## src/rtl/dis_frame_scan_out_if.sv

```systemverilog
// ---------------------------------------------------------------------------
// dis_frame_scan_out_if
// Pixel stream bundle between the frame scan-out block and the display or
// capture sink. The byte moves when pix_valid and pix_ready are both high.
//   pix_valid  master->slave  byte valid
//   pix_ready  slave->master  sink accepts the byte
//   pix_data   master->slave  8-bit pixel value
//   pix_plane  master->slave  0=Y, 1=Cb, 2=Cr
//   pix_sof    master->slave  first byte of frame
//   pix_eof    master->slave  last byte of frame
//   pix_sol    master->slave  first byte of a line
//   pix_eol    master->slave  last byte of a line
// ---------------------------------------------------------------------------
interface dis_frame_scan_out_if;
  logic       pix_valid;
  logic       pix_ready;
  logic [7:0] pix_data;
  logic [1:0] pix_plane;
  logic       pix_sof;
  logic       pix_eof;
  logic       pix_sol;
  logic       pix_eol;

  modport master (
    output pix_valid, pix_data, pix_plane, pix_sof, pix_eof, pix_sol, pix_eol,
    input  pix_ready
  );

  modport slave (
    input  pix_valid, pix_data, pix_plane, pix_sof, pix_eof, pix_sol, pix_eol,
    output pix_ready
  );
endinterface

```

## src/rtl/dis_frame_scan_out.sv

```systemverilog
// ---------------------------------------------------------------------------
// dis_frame_scan_out
// Reads a finished picture out of the display frame RAM (32-bit words, four
// pixels each, leftmost pixel in bits [7:0]) and serialises it into an 8-bit
// raster pixel stream with line/frame/plane framing flags.
//
// Ports:
//   clk                    system clock
//   reset_n                asynchronous active-low reset
//   frame_start            one-cycle pulse, frame in RAM is complete
//   dis_frame_RAM_rd       frame RAM read enable
//   dis_frame_RAM_rd_addr  frame RAM word address (14 bit)
//   dis_frame_RAM_dout     read data, valid one cycle after the read
//   pix                    pixel stream (dis_frame_scan_out_if.master)
//   scan_busy              high while a scan is in progress
//   scan_done              one-cycle pulse after the last byte is accepted
//
// Build option:
//   DIS_SCAN_LUMA_ONLY_EN  when defined only the Y plane is scanned and the
//                          chroma words are never read.
// ---------------------------------------------------------------------------
module dis_frame_scan_out #(
  parameter int PIC_W_MB   = 11,
  parameter int PIC_H_MB   = 9,
  parameter int FIFO_DEPTH = 4
) (
  input  logic                        clk,
  input  logic                        reset_n,
  input  logic                        frame_start,
  output logic                        dis_frame_RAM_rd,
  output logic [13:0]                 dis_frame_RAM_rd_addr,
  input  logic [31:0]                 dis_frame_RAM_dout,
  dis_frame_scan_out_if.master        pix,
  output logic                        scan_busy,
  output logic                        scan_done
);

  localparam int WH = PIC_W_MB * PIC_H_MB;
`ifdef DIS_SCAN_LUMA_ONLY_EN
  localparam int         TOT        = 64 * WH;
  localparam logic [1:0] LAST_PLANE = 2'd0;
`else
  localparam int         TOT        = 96 * WH;
  localparam logic [1:0] LAST_PLANE = 2'd2;
`endif
  localparam int PW = $clog2(FIFO_DEPTH);
  localparam int CW = PW + 1;
  localparam logic [7:0] Y_LW = 8'(16 * PIC_W_MB);
  localparam logic [7:0] Y_LH = 8'(16 * PIC_H_MB);
  localparam logic [7:0] C_LW = 8'(8 * PIC_W_MB);
  localparam logic [7:0] C_LH = 8'(8 * PIC_H_MB);

  // The full three-plane frame must fit the 14-bit word address space.
  generate
    if (WH > 170 || PIC_W_MB < 1 || PIC_W_MB > 15 || PIC_H_MB < 1 || PIC_H_MB > 15) begin : g_bad_size
      $error("dis_frame_scan_out: picture size out of range (W*H must be <= 170)");
    end
    if (FIFO_DEPTH < 2 || FIFO_DEPTH > 8 || (FIFO_DEPTH & (FIFO_DEPTH - 1)) != 0) begin : g_bad_fifo
      $error("dis_frame_scan_out: FIFO_DEPTH must be a power of two in 2..8");
    end
  endgenerate

  typedef enum logic [1:0] {IDLE, RUN, DONE} state_t;

  state_t        state, state_nxt;
  logic [13:0]   rd_cnt;
  logic          inflight;
  logic [31:0]   fifo_mem [FIFO_DEPTH];
  logic [PW-1:0] wr_ptr, rd_ptr;
  logic [CW-1:0] fifo_count;
  logic [31:0]   ser_word;
  logic [1:0]    ser_idx;
  logic          ser_valid;
  logic [7:0]    x_cnt, y_cnt;
  logic [1:0]    plane;

  logic          start, accept, rd_en, ser_free, ser_load, fifo_pop, fifo_push;
  logic          x_last, y_last, last_byte;
  logic [7:0]    line_w, line_h;
  logic [31:0]   load_word;

  always_comb begin
    start     = (state == IDLE) && frame_start;
    accept    = ser_valid && pix.pix_ready;
    line_w    = (plane == 2'd0) ? Y_LW : C_LW;
    line_h    = (plane == 2'd0) ? Y_LH : C_LH;
    x_last    = (x_cnt == line_w - 8'd1);
    y_last    = (y_cnt == line_h - 8'd1);
    last_byte = accept && x_last && y_last && (plane == LAST_PLANE);
    // Counting the in-flight read keeps the landing word from overflowing the FIFO.
    rd_en     = (state == RUN) && (int'(rd_cnt) < TOT) &&
                ((int'(fifo_count) + int'(inflight)) < FIFO_DEPTH);
    // Reloading on the accept of byte 3 gives back-to-back words with no bubble.
    ser_free  = !ser_valid || (accept && ser_idx == 2'd3);
    ser_load  = ser_free && ((fifo_count != '0) || inflight);
    fifo_pop  = ser_load && (fifo_count != '0);
    // With an empty FIFO the arriving RAM word goes straight to the serialiser.
    fifo_push = inflight && !(ser_load && fifo_count == '0);
    load_word = (fifo_count != '0) ? fifo_mem[rd_ptr] : dis_frame_RAM_dout;
  end

  always_ff @(posedge clk or negedge reset_n) begin
    if (!reset_n) state <= IDLE;
    else          state <= state_nxt;
  end

  // frame_start only matters in IDLE; a pulse during RUN or DONE is dropped.
  always_comb begin
    state_nxt = state;
    case (state)
      IDLE:    if (frame_start) state_nxt = RUN;
      RUN:     if (last_byte)   state_nxt = DONE;
      DONE:    state_nxt = IDLE;
      default: state_nxt = IDLE;
    endcase
  end

  always_ff @(posedge clk or negedge reset_n) begin
    if (!reset_n) begin
      rd_cnt   <= '0;
      inflight <= 1'b0;
    end else begin
      inflight <= rd_en;
      if (start)      rd_cnt <= '0;
      else if (rd_en) rd_cnt <= rd_cnt + 14'd1;
    end
  end

  always_ff @(posedge clk or negedge reset_n) begin
    if (!reset_n) begin
      wr_ptr     <= '0;
      rd_ptr     <= '0;
      fifo_count <= '0;
    end else begin
      if (fifo_push) wr_ptr <= wr_ptr + PW'(1);
      if (fifo_pop)  rd_ptr <= rd_ptr + PW'(1);
      fifo_count <= fifo_count + CW'(fifo_push) - CW'(fifo_pop);
    end
  end

  always_ff @(posedge clk) begin
    if (fifo_push) fifo_mem[wr_ptr] <= dis_frame_RAM_dout;
  end

  always_ff @(posedge clk or negedge reset_n) begin
    if (!reset_n) begin
      ser_word  <= '0;
      ser_idx   <= '0;
      ser_valid <= 1'b0;
    end else if (ser_load) begin
      ser_word  <= load_word;
      ser_idx   <= '0;
      ser_valid <= 1'b1;
    end else if (accept) begin
      if (ser_idx == 2'd3) ser_valid <= 1'b0;
      else                 ser_idx   <= ser_idx + 2'd1;
    end
  end

  always_ff @(posedge clk or negedge reset_n) begin
    if (!reset_n) begin
      x_cnt <= '0;
      y_cnt <= '0;
      plane <= '0;
    end else if (start) begin
      x_cnt <= '0;
      y_cnt <= '0;
      plane <= '0;
    end else if (accept) begin
      if (x_last) begin
        x_cnt <= '0;
        if (y_last) begin
          y_cnt <= '0;
          plane <= (plane == LAST_PLANE) ? 2'd0 : plane + 2'd1;
        end else begin
          y_cnt <= y_cnt + 8'd1;
        end
      end else begin
        x_cnt <= x_cnt + 8'd1;
      end
    end
  end

  // Flags come straight from the counters, which only move on an accepted
  // byte, so everything on the stream holds still while stalled.
  always_comb begin
    pix.pix_valid         = ser_valid;
    pix.pix_data          = ser_word[{ser_idx, 3'b000} +: 8];
    pix.pix_plane         = plane;
    pix.pix_sof           = ser_valid && (plane == 2'd0) && (x_cnt == 8'd0) && (y_cnt == 8'd0);
    pix.pix_eof           = ser_valid && (plane == LAST_PLANE) && x_last && y_last;
    pix.pix_sol           = ser_valid && (x_cnt == 8'd0);
    pix.pix_eol           = ser_valid && x_last;
    dis_frame_RAM_rd      = rd_en;
    dis_frame_RAM_rd_addr = rd_cnt;
    scan_busy             = (state != IDLE);
    scan_done             = (state == DONE);
  end

endmodule

```

## src/flat_wrapper.sv

```systemverilog
// flat-port wrapper written by rule: the top's interface ports become plain ports
module dis_frame_scan_out_flat 
#(
  parameter int PIC_W_MB   = 11,
  parameter int PIC_H_MB   = 9,
  parameter int FIFO_DEPTH = 4
)
  (clk, reset_n, frame_start, dis_frame_RAM_rd, dis_frame_RAM_rd_addr, dis_frame_RAM_dout, scan_busy, scan_done, pix_pix_valid, pix_pix_data, pix_pix_plane, pix_pix_sof, pix_pix_eof, pix_pix_sol, pix_pix_eol, pix_pix_ready);
  dis_frame_scan_out_if pix_i ();
  input  logic clk;
  input  logic reset_n;
  input  logic frame_start;
  output logic dis_frame_RAM_rd;
  output logic [13:0] dis_frame_RAM_rd_addr;
  input  logic [31:0] dis_frame_RAM_dout;
  output logic scan_busy;
  output logic scan_done;
  output wire logic [$bits(pix_i.pix_valid)-1:0] pix_pix_valid;
  output wire logic [$bits(pix_i.pix_data)-1:0] pix_pix_data;
  output wire logic [$bits(pix_i.pix_plane)-1:0] pix_pix_plane;
  output wire logic [$bits(pix_i.pix_sof)-1:0] pix_pix_sof;
  output wire logic [$bits(pix_i.pix_eof)-1:0] pix_pix_eof;
  output wire logic [$bits(pix_i.pix_sol)-1:0] pix_pix_sol;
  output wire logic [$bits(pix_i.pix_eol)-1:0] pix_pix_eol;
  input wire logic [$bits(pix_i.pix_ready)-1:0] pix_pix_ready;
  assign pix_pix_valid = pix_i.pix_valid;
  assign pix_pix_data = pix_i.pix_data;
  assign pix_pix_plane = pix_i.pix_plane;
  assign pix_pix_sof = pix_i.pix_sof;
  assign pix_pix_eof = pix_i.pix_eof;
  assign pix_pix_sol = pix_i.pix_sol;
  assign pix_pix_eol = pix_i.pix_eol;
  assign pix_i.pix_ready = pix_pix_ready;
  dis_frame_scan_out #(.PIC_W_MB(PIC_W_MB), .PIC_H_MB(PIC_H_MB), .FIFO_DEPTH(FIFO_DEPTH)) u_core (.clk(clk), .reset_n(reset_n), .frame_start(frame_start), .dis_frame_RAM_rd(dis_frame_RAM_rd), .dis_frame_RAM_rd_addr(dis_frame_RAM_rd_addr), .dis_frame_RAM_dout(dis_frame_RAM_dout), .pix(pix_i), .scan_busy(scan_busy), .scan_done(scan_done));
endmodule
```

## config.mk

```make
export PLATFORM = sky130hd
export DESIGN_NAME = dis_frame_scan_out_flat
export DESIGN_NICKNAME = d
export VERILOG_FILES = /design/src/rtl/dis_frame_scan_out_if.sv /design/src/rtl/dis_frame_scan_out.sv /design/src/flat_wrapper.sv
export SDC_FILE = /design/constraint.sdc
export NUM_CORES = 1
export LEC_CHECK = 0
export ABC_AREA = 1
export CAP_MARGIN = 0
export CORE_ASPECT_RATIO = 1.4
export CORE_UTILIZATION = 36
export DETAILED_ROUTE_END_ITERATION = 16
export GPL_ROUTABILITY_DRIVEN = 0
export SLEW_MARGIN = 20
export SYNTH_ARGS = -nofsm -noshare
export SYNTH_HDL_FRONTEND = slang
export SYNTH_SLANG_ARGS = --single-unit
export TNS_END_PERCENT = 1
```

## constraint.sdc

```tcl
create_clock -name clk -period 7.1 [get_ports clk]
set_input_delay 1.065 -clock clk [delete_from_list [all_inputs] [get_ports clk]]
set_output_delay 1.065 -clock clk [all_outputs]
set_load 0.02 [all_outputs]
```

==> impl_metrics.yaml <==
logic_synthesis:
  synth.most_common_cell: "nand2_1"
  synth_nets: 952
  synth_top_area_share_pct: 42.5
  synth_ff_type: "edfxtp_1"
  synth_edf_count: 128
  synthCells: 902
  synth-seq-cells: 205
  ys_seq_area_share_pct: 63.7
  async_flop_share_pct: 37.6
  synth_top_area_cell: "edfxtp_1"
  synth.top_cells.by_count: "196 x nand2_1, 134 x nor2_1, 128 x edfxtp_1, 90 x o21ai_0, 77 x dfrtp_1"
  synth_area_sq_um: 9050
  yosys_warnings: 0
  yosysUniqueCellTypes: 34
  synth_area_leaders: "edfxtp_1 42%, dfrtp_1 21%, nand2_1 8.1%"
  avgSynthCellArea_sq_um: 10.0
finish:
  drive_gt1_share_pct: 6.45
  final_core_util_pct: 43.4
  final_cells: 1292
  syn_to_final_growth_pct: 18.3
  nNetsFinal: 1013
  diodes: 0
grt:
  grt_max_degree: 66
  grt_usage_pct: 16.8
  grt_pass1_wl_mm: 33.9
  overflow: 0
  antenna_found_initial: 2
  grt_pass1_vias: 6450
timing:
  hold_viol_final: 0
  setup_tns_ns: 0
  slew_violations: 0
  fmax_mhz: 276
  rsz0062_at_grt: "false"
  setup_viol: 0
  worst_slack_ns: 3.48
  finalCriticalPeriod_ns: 3.62
  worst_slew_pin_slew_ns: 1.13
  skew_ns: 0.00969
  slew_headroom_pct: 24.8
  fin_crit_sh_pct: 51.0
setup_path:
  crit_fanout: 10
  crit_top_cell: "nand3_1"
  crit_path_top_delay_cell: "clkdlybuf4s50_1"
  crit_chain: "ha_1 > nand3_1 > nand3_1 > nor2_2 > nand2_2 > inv_1 > clkdlybuf4s50_1"
  crit_family: "buffers and inverters"
  path_buf_inv: 2
  required_ns: 6.03
  startpoint_type: "flop"
  cp.arrival_ns: 2.55
  critical_path_class: "flop to output pin"
  crit_path_end_kind: "output pin"
  slowest_delay_ns: 0.66
pwr:
  cellPowerDensity_nw_per_um2: 426
  ir_worst_vdd_uv: 232
  leakagePower_uw: 0.00419
  power_uw: 4560
routing:
  drc: 0
  drt-wirelength-per-cell_microns: 16.3
  vias: 6594
  drtIter0Drc: 395
  drt-pass1-iter-count: 5
  wl_mm: 21.0
  viasPerCell: 5.10
  ant_nets: 0
cts:
  cts_buffers: 21
  tritoncts: "done"
  cts_resized: 0
  cts_sinks: 205
  path_clk_slew_ns: 0.06
  root_buffer: "clkbuf_16"
  cts_setup_buffers: 0
  cts-hold-fix-buffers: 0
  clock_latency_ns: 0.49
  cts_max_level: 1
  clk_path_buf_depth: 3
flow_run:
  maxCapViolations: 0
die:
  die_w_microns: 136
  ios: 68
  fp.dieArea_sq_um: 25800
  row_count: 68
  die_height_microns: 190
  core_area_sq_um: 24700
  start_util_pct: 36.7
place:
  place_hpwl_mm: 12.9
  pre_cts_slack_ns: 2.89
  port_buffers: 67
  dp.cells: 1253
outcome:
  outcome: "finished, final reports clean"
hold_path:
  holdCritPathClass: "input port to async pin"
cell families after synthesis:
family / synth area share (%)
flip-flops: 63.7
buffers and inverters: 4.21
adder cells (fa/ha/maj): 2.02
AO/OA/AOI/OAI: 8.73
AND/OR/NAND/NOR: 19.7
XOR/XNOR: 1.64
state kept, by name (all words and copies together), names as in the netlist:
name	count
u_core.pix.pix_plane	2
u_core.inflight	1
u_core.fifo_count	3
u_core.rd_ptr	2
u_core.pix.pix_valid	1
u_core.ser_word	32
u_core.state	2
u_core.fifo_mem	128
u_core.x_cnt	8
u_core.wr_ptr	2
u_core.ser_idx	2
u_core.dis_frame_RAM_rd_addr	14
u_core.y_cnt	8
cell usage in the layout (no fill, tap or decap), types with 2 or more instances in the layout:
cell type / count
clkinvlp_4: 4
clkinv_2: 3
o22ai_1: 43
clkinv_1: 2
clkbuf_8: 3
nand3_1: 67
o21ai_2: 2
xnor2_1: 3
o21ai_1: 5
o21ai_0: 90
clkbuf_16: 21
clkbuf_1: 4
xor2_1: 14
inv_1: 53
edfxtp_1: 128
clkdlybuf4s50_1: 66
nand2_2: 5
dfrtp_1: 76
nand3b_1: 2
and2_1: 2
nor2_4: 4
nor2_1: 130
ha_1: 13
buf_4: 5
inv_2: 6
nand2_1: 196
nand3_2: 3
nand4_1: 10
nor3_1: 4
power breakdown:
part | leakage [uW] | switching [uW] | internal, uW
logic | 0.00174 | 1070 | 587
clock network | 0.000301 | 454 | 578
registers | 0.00215 | 220 | 1650
total | 0.00419 | 1750 | 2810
stage by stage:
step                      area (sq um)  hold slack (ns)
after global placement           10000            0.460
final                            10700            0.437
after CTS                        10700            0.441
after floorplan                   9050            0.440
after global routing             10700            0.448
after detailed placement         10000            0.465
worst paths after layout:
path	startpoint	end	slack [ns]	cells past startpoint
worst max register to register	u_core.ser_idx[0]	u_core.fifo_count[1]	4.33	9
worst max-delay path	u_core.fifo_count[1]	dis_frame_RAM_rd	3.48	7
max in group asynchronous	reset_n	u_core.rd_ptr[0]	5.52	2
worst min register to register	u_core.state[1]	u_core.state[1]	0.47	1
min in group clk	u_core.state[1]	u_core.state[1]	0.47	1
worst min-delay path	reset_n	u_core.y_cnt[0]	0.44	1
routing by layer:
layer / wire length [microns] / vias up / share of wire [%] / track usage, %
met2: 10800 / 145 / 51 / 30.8
met4: 509 / 4 / 2.4 / 5.17
li1: - / 3201 / - / -
met1: 8620 / 3205 / 41 / 19.8
met5: 27 / - / 0.13 / 0
met3: 1060 / 39 / 5.1 / 2.77
layout make-up:
cell class | instances | area [sq um]
inverters | 60 | 226
fillers | 2364 | 14000
clock inverters | 9 | 56.3
multi-input cells | 602 | 2930
flip-flops and latches | 205 | 5770
well taps | 315 | 394
clock buffers | 28 | 582
repair buffers | 73 | 746
Power figures use the tool's default switching activity.
